$ cat src/rtl/fifo_drain.sv
// Read-side consumer for the byte FIFO: gathers stored words into bursts of up to
// BURST words and presents them on a valid/ready stream with first/last framing.
module fifo_drain #(
  parameter int unsigned DATA_W  = 8,
  parameter int unsigned CNT_W   = 4,
  parameter int unsigned BURST   = 4,
  parameter int unsigned TIMEOUT = 12
) (
  input  logic              clk,
  input  logic              rst_n,
  input  logic              fifo_empty,
  input  logic [CNT_W-1:0]  fifo_count,
  input  logic [DATA_W-1:0] fifo_rdata,
  output logic              fifo_ren,
  input  logic              flush,
  output logic              m_valid,
  output logic [DATA_W-1:0] m_data,
  output logic              m_first,
  output logic              m_last,
  input  logic              m_ready,
  output logic              busy
);

  localparam int unsigned REM_W = $clog2(BURST + 1);
  localparam int unsigned TMR_W = $clog2(TIMEOUT + 1);
  localparam int unsigned LVL_W = CNT_W + 1;

  localparam logic [LVL_W-1:0] BURST_LVL = LVL_W'(BURST);
  localparam logic [REM_W-1:0] BURST_REM = REM_W'(BURST);
  localparam logic [TMR_W-1:0] TMR_MAX   = TMR_W'(TIMEOUT);

  typedef enum logic {ST_IDLE, ST_BURST} state_t;

  typedef struct packed {
    logic [DATA_W-1:0] data;
    logic              first;
    logic              last;
  } entry_t;

  state_t            state;
  logic [TMR_W-1:0]  timer;
  logic [REM_W-1:0]  remaining;
  logic              first_pending;
  logic              inflight;
  logic              if_first;
  logic              if_last;
  entry_t            skid0;
  entry_t            skid1;
  logic [1:0]        occ;

  logic [LVL_W-1:0]  level;
  logic [1:0]        load;
  logic              pop;
  logic              space;
  logic              trigger;
  logic [REM_W-1:0]  burst_len;
  entry_t            new_entry;

  assign m_valid   = (occ != 2'd0);
  assign m_data    = skid0.data;
  assign m_first   = skid0.first;
  assign m_last    = skid0.last;
  assign busy      = (state == ST_BURST) || (occ != 2'd0) || inflight;
  assign new_entry = '{data: fifo_rdata, first: if_first, last: if_last};

  // A full FIFO wraps its count to 0 while not empty; treat that as the top occupancy.
  always_comb begin
    level     = {(fifo_count == '0) && !fifo_empty, fifo_count};
    load      = occ + {1'b0, inflight};
    pop       = m_valid && m_ready;
    space     = (load < 2'd2) || ((load == 2'd2) && pop);
    trigger   = (level >= BURST_LVL) || ((timer == TMR_MAX) && (level != '0)) ||
                (flush && !fifo_empty);
    burst_len = (level >= BURST_LVL) ? BURST_REM : REM_W'(level);
    fifo_ren  = (state == ST_BURST) && !fifo_empty && (remaining != '0) && space;
  end

  // Burst control, read tagging and the 2-entry skid buffer.
  always_ff @(posedge clk or negedge rst_n) begin
    if (!rst_n) begin
      state         <= ST_IDLE;
      timer         <= '0;
      remaining     <= '0;
      first_pending <= 1'b0;
      inflight      <= 1'b0;
      if_first      <= 1'b0;
      if_last       <= 1'b0;
      skid0         <= '0;
      skid1         <= '0;
      occ           <= 2'd0;
    end else begin
      case (state)
        ST_IDLE: begin
          if (trigger) begin
            state         <= ST_BURST;
            remaining     <= burst_len;
            timer         <= '0;
            first_pending <= 1'b1;
          end else if (level == '0) begin
            timer <= '0;
          end else if (timer != TMR_MAX) begin
            timer <= timer + TMR_W'(1);
          end
        end
        ST_BURST: begin
          if (fifo_ren) begin
            remaining     <= remaining - REM_W'(1);
            first_pending <= 1'b0;
            if (remaining == REM_W'(1)) state <= ST_IDLE;
          end
        end
        default: state <= ST_IDLE;
      endcase

      inflight <= fifo_ren;
      if (fifo_ren) begin
        if_first <= first_pending;
        if_last  <= (remaining == REM_W'(1));
      end

      // Oldest entry always sits in skid0.
      case ({inflight, pop})
        2'b01: begin
          skid0 <= skid1;
          occ   <= occ - 2'd1;
        end
        2'b10: begin
          if (occ == 2'd0) skid0 <= new_entry;
          else             skid1 <= new_entry;
          occ <= occ + 2'd1;
        end
        2'b11: begin
          if (occ == 2'd1) begin
            skid0 <= new_entry;
          end else begin
            skid0 <= skid1;
            skid1 <= new_entry;
          end
        end
        default: ;
      endcase
    end
  end

endmodule

$ cat config.mk
export PLATFORM = sky130hd
export DESIGN_NAME = fifo_drain
export DESIGN_NICKNAME = d
export VERILOG_FILES = /design/src/rtl/fifo_drain.sv
export SDC_FILE = /design/constraint.sdc
export NUM_CORES = 1
export LEC_CHECK = 0
export BUFFER_PORTS_ARGS = -buffer_cell sky130_fd_sc_hd__buf_4
export CORE_MARGIN = 2
export CORE_UTILIZATION = 59
export CTS_BUF_LIST = sky130_fd_sc_hd__clkbuf_16
export DETAILED_ROUTE_END_ITERATION = 7
export GPL_ROUTABILITY_DRIVEN = 0
export GPL_TIMING_DRIVEN = 0
export HOLD_SLACK_MARGIN = 0.12
export PLACE_DENSITY = 0.83
export SYNTH_ARGS = -nofsm -noshare
export SYNTH_HDL_FRONTEND = slang
export SYNTH_SLANG_ARGS = --single-unit
export TNS_END_PERCENT = 10
$ cat constraint.sdc
create_clock -name clk -period 3.7 [get_ports clk]
set_clock_uncertainty 0.2 [all_clocks]
set_input_delay 0.37 -clock clk [delete_from_list [all_inputs] [get_ports clk]]
set_output_delay 0.37 -clock clk [all_outputs]
set_load 0.02 [all_outputs]
### Word level (Yosys, flattened, before mapping)

Cells that the tools add are included.

| storage, ports and cells | value |
|---|---|
| bits in registers | 34 |
| input port bits | 17 |
| output and inout port bits | 13 |
| word-level logic and storage cells | 84 |

| cells by class | value |
|---|---|
| add/sub/neg operators | 5 |
| $lt $le $gt $ge | 2 |
| equal/unequal tests | 13 |
| mux-type cells | 21 |
| bitwise logic cells | 1 |
| reductions and logical operators | 28 |

Operator list:

| operator | count |
|---|---|
| $mux W10 | 4 |
| $pmux W10 S3 | 1 |
| $pmux W10 S2 | 1 |
| $mux W4 | 3 |
| $ne A2 B2 Y1 const B | 5 |
| $mux W3 | 3 |
| $reduce_bool A3 Y1 | 3 |
| $logic_and A1 B1 Y1 | 8 |
| $eq A2 B2 Y1 const B | 3 |
| $pmux W3 S2 | 1 |
| $reduce_and A2 Y1 | 3 |
| $reduce_bool A2 Y1 | 3 |
| $ge A5 B3 Y1 const B | 1 |
| $logic_not A5 Y1 | 1 |
| $logic_or A1 B1 Y1 | 5 |
| $mux W1 | 5 |
| $reduce_bool A5 Y1 | 1 |
| $add A4 B1 Y4 const B | 1 |
| $eq A2 B1 Y1 const B | 2 |
| $eq A4 B4 Y1 const B | 1 |
| $logic_not A4 Y1 | 1 |
| $ne A4 B4 Y1 const B | 1 |
| $pmux W1 S2 | 2 |
| $pmux W2 S2 | 1 |
| 10 further kinds | 10 |

### Longest topological paths before layout

Gate-level depths: netlist of run 1.

| depth | value |
|---|---|
| word-level depth | 8 |
| depth in mapped cells | 11 |
| depth with buffers taken out | 10 |

### Worst setup path before layout of run 1

OpenSTA, ideal clock, no wires.

| timing | value |
|---|---|
| kind | register to register |
| start | register inflight |
| end | register if_first |
| library setup time | 125 ps |
| arrival time | 2084 ps |
| required time | 3375 ps |
| slack | 1291 ps |
| stages on the path, launching flop included | 5 |
| period minus slack after synthesis | 2409 ps |
| cell sequence | dfrtp_1 ha_1 or3b_4 a2111oi_4 mux2_2 |

| between the ends | value |
|---|---|
| longest elaborated chain between the ends | 5 |
| elaborated cells between the ends (all ways) | 6 |
| those cells by class | add/sub (1); order compare (1); eq/ne (1); reduce/logical (3) |

RTL lines:

| what | line | source |
|---|---|---|
| start: declaration | 44 | `logic inflight;` |
| start signal: assignment | 115 | `inflight <= fifo_ren;` |
| $add A2 B1 Y2 (*) | 69 | `load = occ + {1'b0, inflight};` |
| $eq A2 B2 Y1 | 71 | `space = (load < 2'd2) \|\| ((load == 2'd2) && pop);` |
| $logic_and A1 B1 Y1 | 71 |  |
| $logic_or A1 B1 Y1 (*) | 71 |  |
| $logic_and A1 B1 Y1 (*) | 75 | `fifo_ren = (state == ST_BURST) && !fifo_empty && (remaining != '0) && space;` |
| named net fifo_ren | 14 | `output logic fifo_ren,` |
| end signal: assignment | 117 | `if_first <= first_pending;` |
| end: declaration | 45 | `logic if_first;` |

Mark *: on every way through the listed nets, which the timed path passes. The rest lies on a longest branch.
A chain may end at the register's enable or synchronous reset.

### Worst setup path in the final report of run 1

| timing | value |
|---|---|
| start | register occ[0] |
| end | output port fifo_ren |

| between the ends | value |
|---|---|
| longest elaborated chain between the ends | 5 |
| elaborated cells between the ends (all ways) | 8 |
| those cells by class | add/sub (1); order compare (1); eq/ne (1); reduce/logical (5) |

RTL lines:

| what | line | source |
|---|---|---|
| start: declaration | 49 | `logic [1:0] occ;` |
| start signal: assignment | 125 | `occ <= occ - 2'd1;` |
| start signal: assignment | 130 | `occ <= occ + 2'd1;` |
| $add A2 B1 Y2 or $reduce_bool A2 Y1 (tied branches) | 69, 59 |  |
| $eq A2 B2 Y1 or $logic_and A1 B1 Y1 (tied branches) | 71, 70 |  |
| $logic_and A1 B1 Y1 | 71 |  |
| $logic_or A1 B1 Y1 (*) | 71 |  |
| $logic_and A1 B1 Y1 (*) | 75 |  |
| end: declaration | 14 |  |

Mark *: on every way between the ends. The rest lies on a longest branch, timed or not.

==> metrics.md, run 1 <==
| Metric | Value |
|---|---|
| Area contributors post-synth | sky130_fd_sc_hd__dfrtp_1 (49%), sky130_fd_sc_hd__mux2_2 (7.8%), sky130_fd_sc_hd__ha_1 (7.2%) |
| Overall power consumption | 1.99 mW |
| Post-cts resize count | 0 |
| Overall global routing resource usage | 24.1% |
| Main flop type after synthesis | sky130_fd_sc_hd__dfrtp_1 |
| Total via count after detailed routing | 1,335 |
| Commonest non-fill, non-tap cell in the layout | sky130_fd_sc_hd__dfrtp_1 |
| Overall overflow remaining after global route | 0 |
| Cell at the root of the clock tree | sky130_fd_sc_hd__clkbuf_16 |
| Minimum period implied by the final worst setup slack | approximately 2800 ps |
| Number of storage elements in the synthesis netlist | 34 |
| Core ar. | 2780 sq um |
| Proportion of netlist area held by the largest area contributor | approximately half |
| Required time worst endpoint | approximately 3100 ps |
| Bufs on Longest Clock Path | 2 |
| CP arrival | about 2200 ps |
| Final TNS setup | 0 ps |
| Sequential area share after synthesis | 49.1% |
| Detail-routed net length per standard cell | 15.9 um |
| Die boundary width | 58.2 um |
| Hold-critical path endpoint | skid1[2] |
| Maximum net fanout on the critical path | 7 |
| Die height | roughly 58 um |
| # placed instances | 218 |
| Transition at the pin with the smallest max-transition slack | slightly below 900 ps |
| Biggest cell delay along the critical path | roughly 520 ps |
| Cell with the largest stage delay on the worst path | sky130_fd_sc_hd__a2111oi_4 |
| Starting DRT DRC Count | just over 60 |
| Clock insertion delay at the later pin of the skew report | 280 ps |
| Count of buffering cells on the critical path with inverters included | 2 |
| Setup-violating endpoint count in the final report | 0 |
| Worst slew margin relative to its limit | 40.7% |
| Maximum Capacitance Violations | 0 |
| Synth-to-layout area growth | 24.7% |
| Clock tree from TritonCTS | done |
| Vias in the first global route | 1,344 |
| Standard cell area after detailed placement | 1990 sq um |
| Power per cell area | 921 nW/um^2 |
| Post-synthesis cell type count | 35 |
| Run status | finished, final reports clean |
| Standard-cell rows | 19 |
| Clock sink count | 34 |
| Worst hold path startpoint | fifo_rdata[0] |
| Leakage component of the power | 1.01 nW |
| Worst R2R End | m_data[6] |
| Residual DRC count | 0 |
| IR Drop Worst-Case VDD | 836 uV |
| Maximum operating frequency | 361 MHz |
| Maximum number of pins on one net before global-route repair | 35 |
| Kind of end point of the critical path | primary output |
| Post-Layout Inst Area | 2160 sq um |
| Boundary Pins | 30 |
| Antenna diode count | 0 |
| Summed instance area of the synthesized netlist | roughly 1700 sq um |
| Final worst-path cycle share | 74.9% |
| R2R depth | 9 |
| H-tree levels | 2 |
| DRT Pass-1 Iters | 4 |
| Number of antenna-violating nets in the routed design | 0 |
| Worst reg2reg startpoint | occ[0] |
| Fill cells | 164 |
| Worst Setup Start Kind | register |
| Share of layout cells above drive strength 1 | 27.0% |
| Vias per cell | 5.88 |
| Total count of hold-check failures in the final report | 0 |
| Post-CTS setup-driven buffer insertion count | 0 |
| Reg2Reg Setup Slack | 1110 ps |
| Antenna violations before repair | 0 |
| Post-DP HPWL | 2560 um |
| Total clock buffers created by CTS | 5 |
| Count of buffers from port buffering | 29 |
| Filler-free cell count of the finished design | about 230 |
| Die Area | 3390 sq um |
| Detailed-route wire length | approximately 3600 um |
| Total number of yosys warnings | 0 |
| Clk pin slew, worst setup/hold paths | 50 ps |
| Initial standard-cell utilization of the core | 62.3% |
| RSZ-0062 raised after global routing | no |
| Instance count along the most critical hold path | 2 |
| Cells traversed along the worst timing path | inv_1 > ha_1 > or3b_4 > a2111oi_4 > buf_4 |
| Number of flops mapped to enable cells by yosys | 0 |
| Global-route wire length before repair | 5970 um |
| Min-delay worst type | input port to register |
| Setup CP Type | register to primary output |
| Commonest non-fill, non-tap cells in the layout | sky130_fd_sc_hd__dfrtp_1 (34), sky130_fd_sc_hd__buf_4 (29), sky130_fd_sc_hd__nand2_1 (17), sky130_fd_sc_hd__inv_1 (14), sky130_fd_sc_hd__o21ai_0 (13) |
| Cell type contributing the most total cell area after synthesis | sky130_fd_sc_hd__dfrtp_1 |
| Final slew viol count | 0 |
| Fraction of registers with async set or reset after synthesis | 100% |
| Number of instances in the synthesized netlist | 158 |
| Kind of cell with the highest combined delay on the critical path | compound AO/OA/AOI/OAI gates |
| Syn Nets | 185 |
| Per-instance average area after synthesis | 11.0 sq um |
| Count of nets after finishing | 222 |
[per-stage QoR]
step / hold WS, ps / setup WS [ps] / utilization [%]
finish: 134 / 927 / 77.8
global route: 138 / 841 / 77.8
CTS: 133 / 932 / 77.8
detailed placement: 137 / 1110 / 71.6
global placement: 132 / 1250 / 71.6
floorplan: -126 / 1290 / -
[cell type report]
type | instances | area, sq um | share of cell area [%]
clock buffers | 5 | 125 | 5.78
multi-input cells | 108 | 823 | 38.1
well taps | 31 | 38.8 | 1.79
plain buffers | 4 | 15.0 | 0.694
flip-flops and latches | 34 | 851 | 39.3
clock inverters | 3 | 37.5 | 1.74
repair buffers | 30 | 228 | 10.5
inverters | 12 | 45.0 | 2.08
[state kept, by name, summed over array words and instances, names as in the netlist]
name	flops
state	1
m_last	1
if_last	1
if_first	1
inflight	1
m_data	8
timer	4
first_pending	1
skid1	10
remaining	3
m_first	1
occ	2
[how the worst max path moves through the flow]
| stage | start | endpoint | slack [ps] | cells past startpoint |
|---|---|---|---|---|
| CTS | occ[0] | fifo_ren | 930 | 5 |
| finish | occ[0] | fifo_ren | 930 | 5 |
| global route | occ[0] | fifo_ren | 840 | 5 |
| global placement | occ[0] | fifo_ren | 1250 | 5 |
| detailed placement | occ[0] | m_data[2] | 1110 | 9 |
| floorplan | inflight | if_first | 1290 | 4 |
[cell families (layout without fill, tap and decap cells)]
group	after synthesis	in the layout	synth area share (%)
adders and majority gates	10	10	7.22
DFF	34	34	49.1
and+or+nand+nor	41	41	11.5
xor gates and xnor gates	5	5	2.53
AOI/OAI and AO/OA	39	39	17.8
buffers and inverters	16	54	3.46
muxes	13	13	8.37
[metal layers]
layer | track usage (%) | wire length [um] | vias to the layer above
met2 | 41.6 | 1910 | 30
met4 | 8.97 | 58 | 0
li1 | - | - | 639
met1 | 28.3 | 1490 | 660
met3 | 7.37 | 150 | 6
met5 | 0 | 0 | -
[repair_timing]
action,4_1_cts,5_1_grt
hold buffers,1,0
setup endpoints to repair,0,0
endpoints found under the hold margin,34,0
[report_power, final]
part | internal [mW] | total [mW] | switching [mW]
logic | 0.400 | 0.882 | 0.482
registers | 0.545 | 0.654 | 0.109
clock network | 0.312 | 0.457 | 0.144
[cell usage after synthesis (all sizes together) (2+ instances only)]
| master | number |
|---|---|
| nor2 | 4 |
| a21oi | 3 |
| nor2b | 2 |
| mux2 | 12 |
| a22oi | 10 |
| or3 | 2 |
| o21ai | 13 |
| nand3 | 4 |
| nand2b | 2 |
| clkbuf | 3 |
| a2111oi | 2 |
| xnor2 | 3 |
| ha | 10 |
| xor2 | 2 |
| a221oi | 2 |
| inv | 12 |
| nand2 | 17 |
| dfrtp | 34 |
| nor3 | 5 |
No activity file was read; power rests on OpenSTA's default activity.
==> run 2: changes to the inputs <==
CORE_UTILIZATION = 55   (was 59)
PLACE_DENSITY = 0.78   (was 0.83)
clock period = 2.7 ns   (was 3.7 ns; I/O delays follow)
==> run 2 against run 1 <==
- worst hold slack better by 22 ps
- combinational power is 41% higher
- sequential share of layout area is 2.0 points lower
- count of clock-buffer cells in the layout unchanged
- clock power grew 18%
- flip-flop and latch count did not move
- register-to-register slack lost 870 ps
- die area up 6.8%
- wire length increased by 3.6%
- power up 34%
- final area is 5.4% higher
- critical path type unchanged
==> metrics.md, run 2 (same netlist as run 1, synthesis figures left out) <==
| Metric | Value |
|---|---|
| Minimum period implied by the final worst setup slack | 2510 ps |
| Total count of hold-check failures in the final report | 0 |
| Reg2Reg Setup Slack | 240 ps |
| Setup CP Type | register to primary output |
| Transition at the pin with the smallest max-transition slack | 642 ps |
| Commonest non-fill, non-tap cells in the layout | sky130_fd_sc_hd__dfrtp_1 (34), sky130_fd_sc_hd__buf_4 (30), sky130_fd_sc_hd__nand2_1 (17), sky130_fd_sc_hd__o21ai_0 (13) |
| Share of layout cells above drive strength 1 | 27.4% |
| Total clock buffers created by CTS | 5 |
| Global-route wire length before repair | 6160 um |
| Power per cell area | 1170 nW/um^2 |
| CP arrival | 2040 ps |
| Post-DP HPWL | 2550 um |
| Detailed-route wire length | 3740 um |
| Number of antenna-violating nets in the routed design | 0 |
| Maximum Capacitance Violations | 0 |
| Final TNS setup | 0 ps |
| Worst slew margin relative to its limit | 56.3% |
| Clock insertion delay at the later pin of the skew report | around 270 ps |
| Final slew viol count | 0 |
| Fill cells | ~200 |
| Min-delay worst type | input port to register |
| Cell at the root of the clock tree | sky130_fd_sc_hd__clkbuf_16 |
| Standard cell area after detailed placement | between 2000 and 2500 sq um |
| Sequential fraction of design power | 33.3% |
| Relative contribution of combinational cells to total power | between 40 and 50% |
| Worst Setup Start Kind | register |
| Clock power share | 20.2% |
| Biggest cell delay along the critical path | 430 ps |
| Initial standard-cell utilization of the core | 57.3% |
| Die Area | 3620 sq um |
| RSZ-0062 raised after global routing | no |
| Maximum number of pins on one net before global-route repair | 35 |
| Die height | 60.2 um |
| Overall overflow remaining after global route | 0 |
| Cells traversed along the worst timing path | ha_1 > or3b_4 > a2111oi_4 > buf_4 |
| Antenna diode count | 0 |
| Required time worst endpoint | 2230 ps |
| Kind of cell with the highest combined delay on the critical path | flip-flops |
| Overall power consumption | 2.68 mW |
| Sw Pwr | ~1 mW |
| Kind of end point of the critical path | primary output |
| Clock sink count | 34 |
| Cell with the largest stage delay on the worst path | sky130_fd_sc_hd__dfrtp_1 |
| Detail-routed net length per standard cell | 14.8 um |
| H-tree levels | 2 |
| DRT Pass-1 Iters | 4 |
| Proportion of total power due to net switching | 38.2% |
| Starting DRT DRC Count | 85 |
| IR Drop Worst-Case VDD | between 700 and 800 uV |
| Vias per cell | about 5.5 |
| Commonest non-fill, non-tap cell in the layout | sky130_fd_sc_hd__dfrtp_1 |
| Post-Layout Inst Area | 2280 sq um |
| Count of nets after finishing | 234 |
| Vias in the first global route | around 1,400 |
| Count of buffers from port buffering | 29 |
| Total via count after detailed routing | 1,390 |
| Clock tree from TritonCTS | done |
| Setup-violating endpoint count in the final report | 0 |
| Die boundary width | 60.2 um |
| Standard-cell rows | 20 |
| Final worst-path cycle share | 92.8% |
| Run status | finished, final reports clean |
| Boundary Pins | 30 |
| Antenna violations before repair | 0 |
| Maximum net fanout on the critical path | 5 |
| Max reg flops | 10 |
| Count of buffering cells on the critical path with inverters included | 1 |
| Internal power consumption | 1.65 mW |
| Core ar. | 3030 sq um |
| Clk pin slew, worst setup/hold paths | 50 ps |
| Overall global routing resource usage | between 20 and 25% |
| Top reg by flops | skid1 |
| Bufs on Longest Clock Path | 2 |
| Synth-to-layout area growth | 31.5% |
| Hold_ws | ~160 ps |
| Leakage component of the power | 1.04 nW |
| Maximum operating frequency | 399 MHz |
| Residual DRC count | 0 |
## run 2: changes by cell type in the layout (fill, tap and decap cells not counted), sizes merged
cell and change:
dlygate4sd3 +11, clkinvlp +1, bufinv -1, clkinv +2
clkbuf +1, inv -2
## run 2: area by class of cell
type / count / area [sq um] / area share (%)
tap: 44 / 55.1 / 2.41
timing repair buffer: 42 / 345 / 15.1
clock buffer: 5 / 125 / 5.49
multi-input combinational: 108 / 827 / 36.3
sequential: 34 / 851 / 37.3
inverter: 12 / 45.0 / 1.97
buffer: 4 / 16.3 / 0.713
clock inverter: 3 / 16.3 / 0.713
## run 2: what timing repair did
action / 4_1_cts / 5_1_grt
setup buffers: 0 / 1
endpoints found under the setup margin: 0 / 11
hold buffers: 12 / 0
resized for setup: 0 / 2
endpoints found under the hold margin: 45 / 0
## run 2: power by group through the flow
stage | sequential, mW | clock, mW | combinational [mW]
after floorplan | 0.950 | 0 | 0.776
after global placement | 0.882 | 0 | 1.14
after detailed placement | 0.897 | 0 | 1.20
after CTS | 0.891 | 0.543 | 1.23
after global routing | 0.917 | 0.570 | 1.37
final | 0.892 | 0.539 | 1.24
## run 2: final timing paths
check	depth (start not counted)	end	start
worst max-delay path	4	fifo_ren	inflight
max in group asynchronous	2	if_first	rst_n
worst min-delay path	4	remaining[1]	fifo_count[2]
worst max register to register	9	m_data[5]	occ[0]
worst min register to register	2	m_data[2]	m_data[2]
min in group asynchronous	2	m_data[6]	rst_n
## run 2: routing by layer
| metal | vias to the layer above | GRT usage, % | share of wire [%] |
|---|---|---|---|
| li1 | 668 | - | - |
| met4 | 0 | 7.30 | 1.3 |
| met3 | 8 | 6.06 | 4.3 |
| met2 | 39 | 38.5 | 51 |
| met1 | 675 | 29.6 | 44 |
| met5 | - | 0 | 0 |
## run 2: tightest hold or removal path, delay by kind of cell
kind                   cells  cell delay, ps
AOI/OAI and AO/OA          1              70
and+or+nand+nor            2             150
buffers and inverters      1              80
## run 2: per-stage QoR
step           std cells  util (%)  worst slack, ps
6_report             252      75.3              194
5_1_grt              252      75.3             55.8
4_1_cts              251      74.9             21.7
3_5_place_dp         231      66.3             84.9
3_3_place_gp         231      66.3              248
2_1_floorplan        158         -              291
==> run 3: changes to the inputs <==
--- a/config.mk
+++ b/config.mk
@@ -7,7 +7,8 @@
 export LEC_CHECK = 0
-export BUFFER_PORTS_ARGS = -buffer_cell sky130_fd_sc_hd__buf_4
+export CAP_MARGIN = 30
 export CORE_MARGIN = 2
-export CORE_UTILIZATION = 55
+export CORE_UTILIZATION = 60
 export CTS_BUF_LIST = sky130_fd_sc_hd__clkbuf_16
 export DETAILED_ROUTE_END_ITERATION = 7
+export DONT_BUFFER_PORTS = 1
 export GPL_ROUTABILITY_DRIVEN = 0
@@ -15,3 +16,3 @@
 export HOLD_SLACK_MARGIN = 0.12
-export PLACE_DENSITY = 0.78
+export PLACE_DENSITY = 0.76
 export SYNTH_ARGS = -nofsm -noshare
==> constraint.sdc (replaced) <==
create_clock -name clk -period 2.7 [get_ports clk]
set_clock_uncertainty 0.2 [all_clocks]
set_input_delay 0.675 -clock clk [delete_from_list [all_inputs] [get_ports clk]]
set_output_delay 0.675 -clock clk [all_outputs]
set_load 0.02 [all_outputs]
==> run 3 against run 2 <==
- the run now ends with setup timing left
- combinational power shrank 15%
- final area shrank 12%
- worst hold slack gained 150 ps
- highest routed layer unchanged
==> metrics.md, run 3 (same netlist as run 1, synthesis figures left out) <==
| Metric | Value |
|---|---|
| Run status | finished, violations left |
| Violations in the final reports | setup timing |
| Bufs on Longest Clock Path | 2 |
| Maximum net fanout on the critical path | 7 |
| Cell at the root of the clock tree | sky130_fd_sc_hd__clkbuf_16 |
| Transition at the pin with the smallest max-transition slack | about 740 ps |
| Clock insertion delay at the later pin of the skew report | around 270 ps |
| Total count of hold-check failures in the final report | 0 |
| Commonest non-fill, non-tap cell in the layout | sky130_fd_sc_hd__dfrtp_1 |
| Overall overflow remaining after global route | 0 |
| Commonest non-fill, non-tap cells in the layout | sky130_fd_sc_hd__dfrtp_1 (34), sky130_fd_sc_hd__nand2_1 (17), sky130_fd_sc_hd__o21ai_0 (13), sky130_fd_sc_hd__inv_1 (12), sky130_fd_sc_hd__mux2_2 (12) |
| Vias per cell | 6.39 |
| Antenna diode count | 0 |
| Max reg flops | 10 |
| Maximum number of pins on one net before global-route repair | 35 |
| Min-delay worst type | register to register |
| Clk pin slew, worst setup/hold paths | 50 ps |
| Number of antenna-violating nets in the routed design | 0 |
| Synth-to-layout area growth | 16.2% |
| R2R depth | 4 |
| Core ar. | 2760 sq um |
| Final slew viol count | 0 |
| Top reg by flops | skid1 |
| Count of buffers from port buffering | 0 |
| Starting DRT DRC Count | 56 |
| Detailed-route wire length | roughly 3800 um |
| Total clock buffers created by CTS | 5 |
| Share of layout cells above drive strength 1 | 19.2% |
| Maximum operating frequency | 343 MHz |
| Total via count after detailed routing | 1,298 |
| Reg2Reg Setup Slack | 210 ps |
| H-tree levels | 2 |
| Setup CP Type | register to primary output |
| Die Area | 3340 sq um |
| Die height | 57.8 um |
| Clock tree from TritonCTS | done |
| Setup crit start | occ[0] |
| Power per cell area | approximately 1300 nW/um^2 |
| Setup-violating endpoint count in the final report | 1 |
| Final worst-path cycle share | 108% |
| CP Capture Point | fifo_ren |
| Worst Setup Start Kind | register |
| Overall global routing resource usage | between 20% and 30% |
| IR Drop Worst-Case VDD | 1030 uV |
| Minimum period implied by the final worst setup slack | 2910 ps |
| Worst R2R End | if_last |
| Worst slew margin relative to its limit | just over 50% |
| Clock sink count | 34 |
| Detail-routed net length per standard cell | 18.7 um |
| CP arrival | 2040 ps |
| Residual DRC count | 0 |
| Boundary Pins | 30 |
| Antenna violations before repair | 0 |
| Slack of the critical path | -214 ps |
| Final TNS setup | -214 ps |
| Vias in the first global route | 1,372 |
| Maximum Capacitance Violations | 0 |
| RSZ-0062 raised after global routing | yes |
| Worst reg2reg startpoint | occ[0] |
| Post-DP HPWL | 2560 um |
| Die boundary width | 57.8 um |
| Initial standard-cell utilization of the core | 62.9% |
| Instance count along the most critical hold path | 1 |
| Overall power consumption | 2.67 mW |
| Kind of end point of the critical path | primary output |
| Required time worst endpoint | 1820 ps |
| Global-route wire length before repair | 6360 um |
| DRT Pass-1 Iters | 4 |
| Count of nets after finishing | 199 |
| Standard-cell rows | 19 |
| Leakage component of the power | 0.894 nW |
[run 3: cell type report]
type / count / area (sq um)
plain buffers: 4 / 16.3
clock buffers: 5 / 125
clock inverters: 2 / 33.8
fillers: 190 / 742
inverters: 12 / 45.0
multi-input cells: 108 / 838
flip-flops and latches: 34 / 851
well taps: 31 / 38.8
repair buffers: 7 / 67.6
[run 3: power breakdown]
part	switching, mW	internal, mW	total [mW]
clock	0.199	0.426	0.625
sequential	0.235	0.746	0.981
combinational	0.573	0.490	1.06
[run 3: through the flow]
step / instances / hold WS [ps] / instance area [sq um] / utilization, % / worst slack (ps)
final: 203 / 308 / 2020 / 73.1 / -214
after global routing: 203 / 319 / 2020 / 73.1 / -277
after CTS: 202 / 310 / 2000 / 72.4 / -299
after detailed placement: 189 / 180 / 1770 / 64.3 / -106
after global placement: 189 / 180 / 1770 / 64.3 / 10.6
after floorplan: 158 / 179 / 1730 / - / 138
[run 3: per-layer routing]
metal  wire length (um)  vias up  GRT usage (%)
met5                  0        -              0
met4                 63        0           8.31
met3                226        7           7.81
met2               2020       49           44.8
met1               1480      649           30.9
li1                   -      593              -
[run 3: how the worst min path moves through the flow]
| stage | end | slack [ps] | startpoint |
|---|---|---|---|
| 2_1_floorplan | first_pending | 180 | rst_n |
| 3_5_place_dp | occ[0] | 180 | rst_n |
| 3_3_place_gp | occ[0] | 180 | rst_n |
| 6_report | if_first | 310 | first_pending |
| 4_1_cts | if_first | 310 | first_pending |
| 5_1_grt | inflight | 320 | fifo_empty |
[run 3: timing repair]
action / CTS / global route
cloned: 0 / 0
endpoints found under the setup margin: 11 / 11
gates resized for setup: 1 / 3
hold buffers: 2 / 0
buffers inserted: 4 / 1
hold endpoints to repair: 34 / 0
pin swaps: 2 / 3
[run 3: worst max-delay path: stages (launching register included)]
cell,delay (ps)
sky130_fd_sc_hd__dfrtp_1,390
sky130_fd_sc_hd__ha_1,300
sky130_fd_sc_hd__or3b_4,390
sky130_fd_sc_hd__a2111oi_4,680
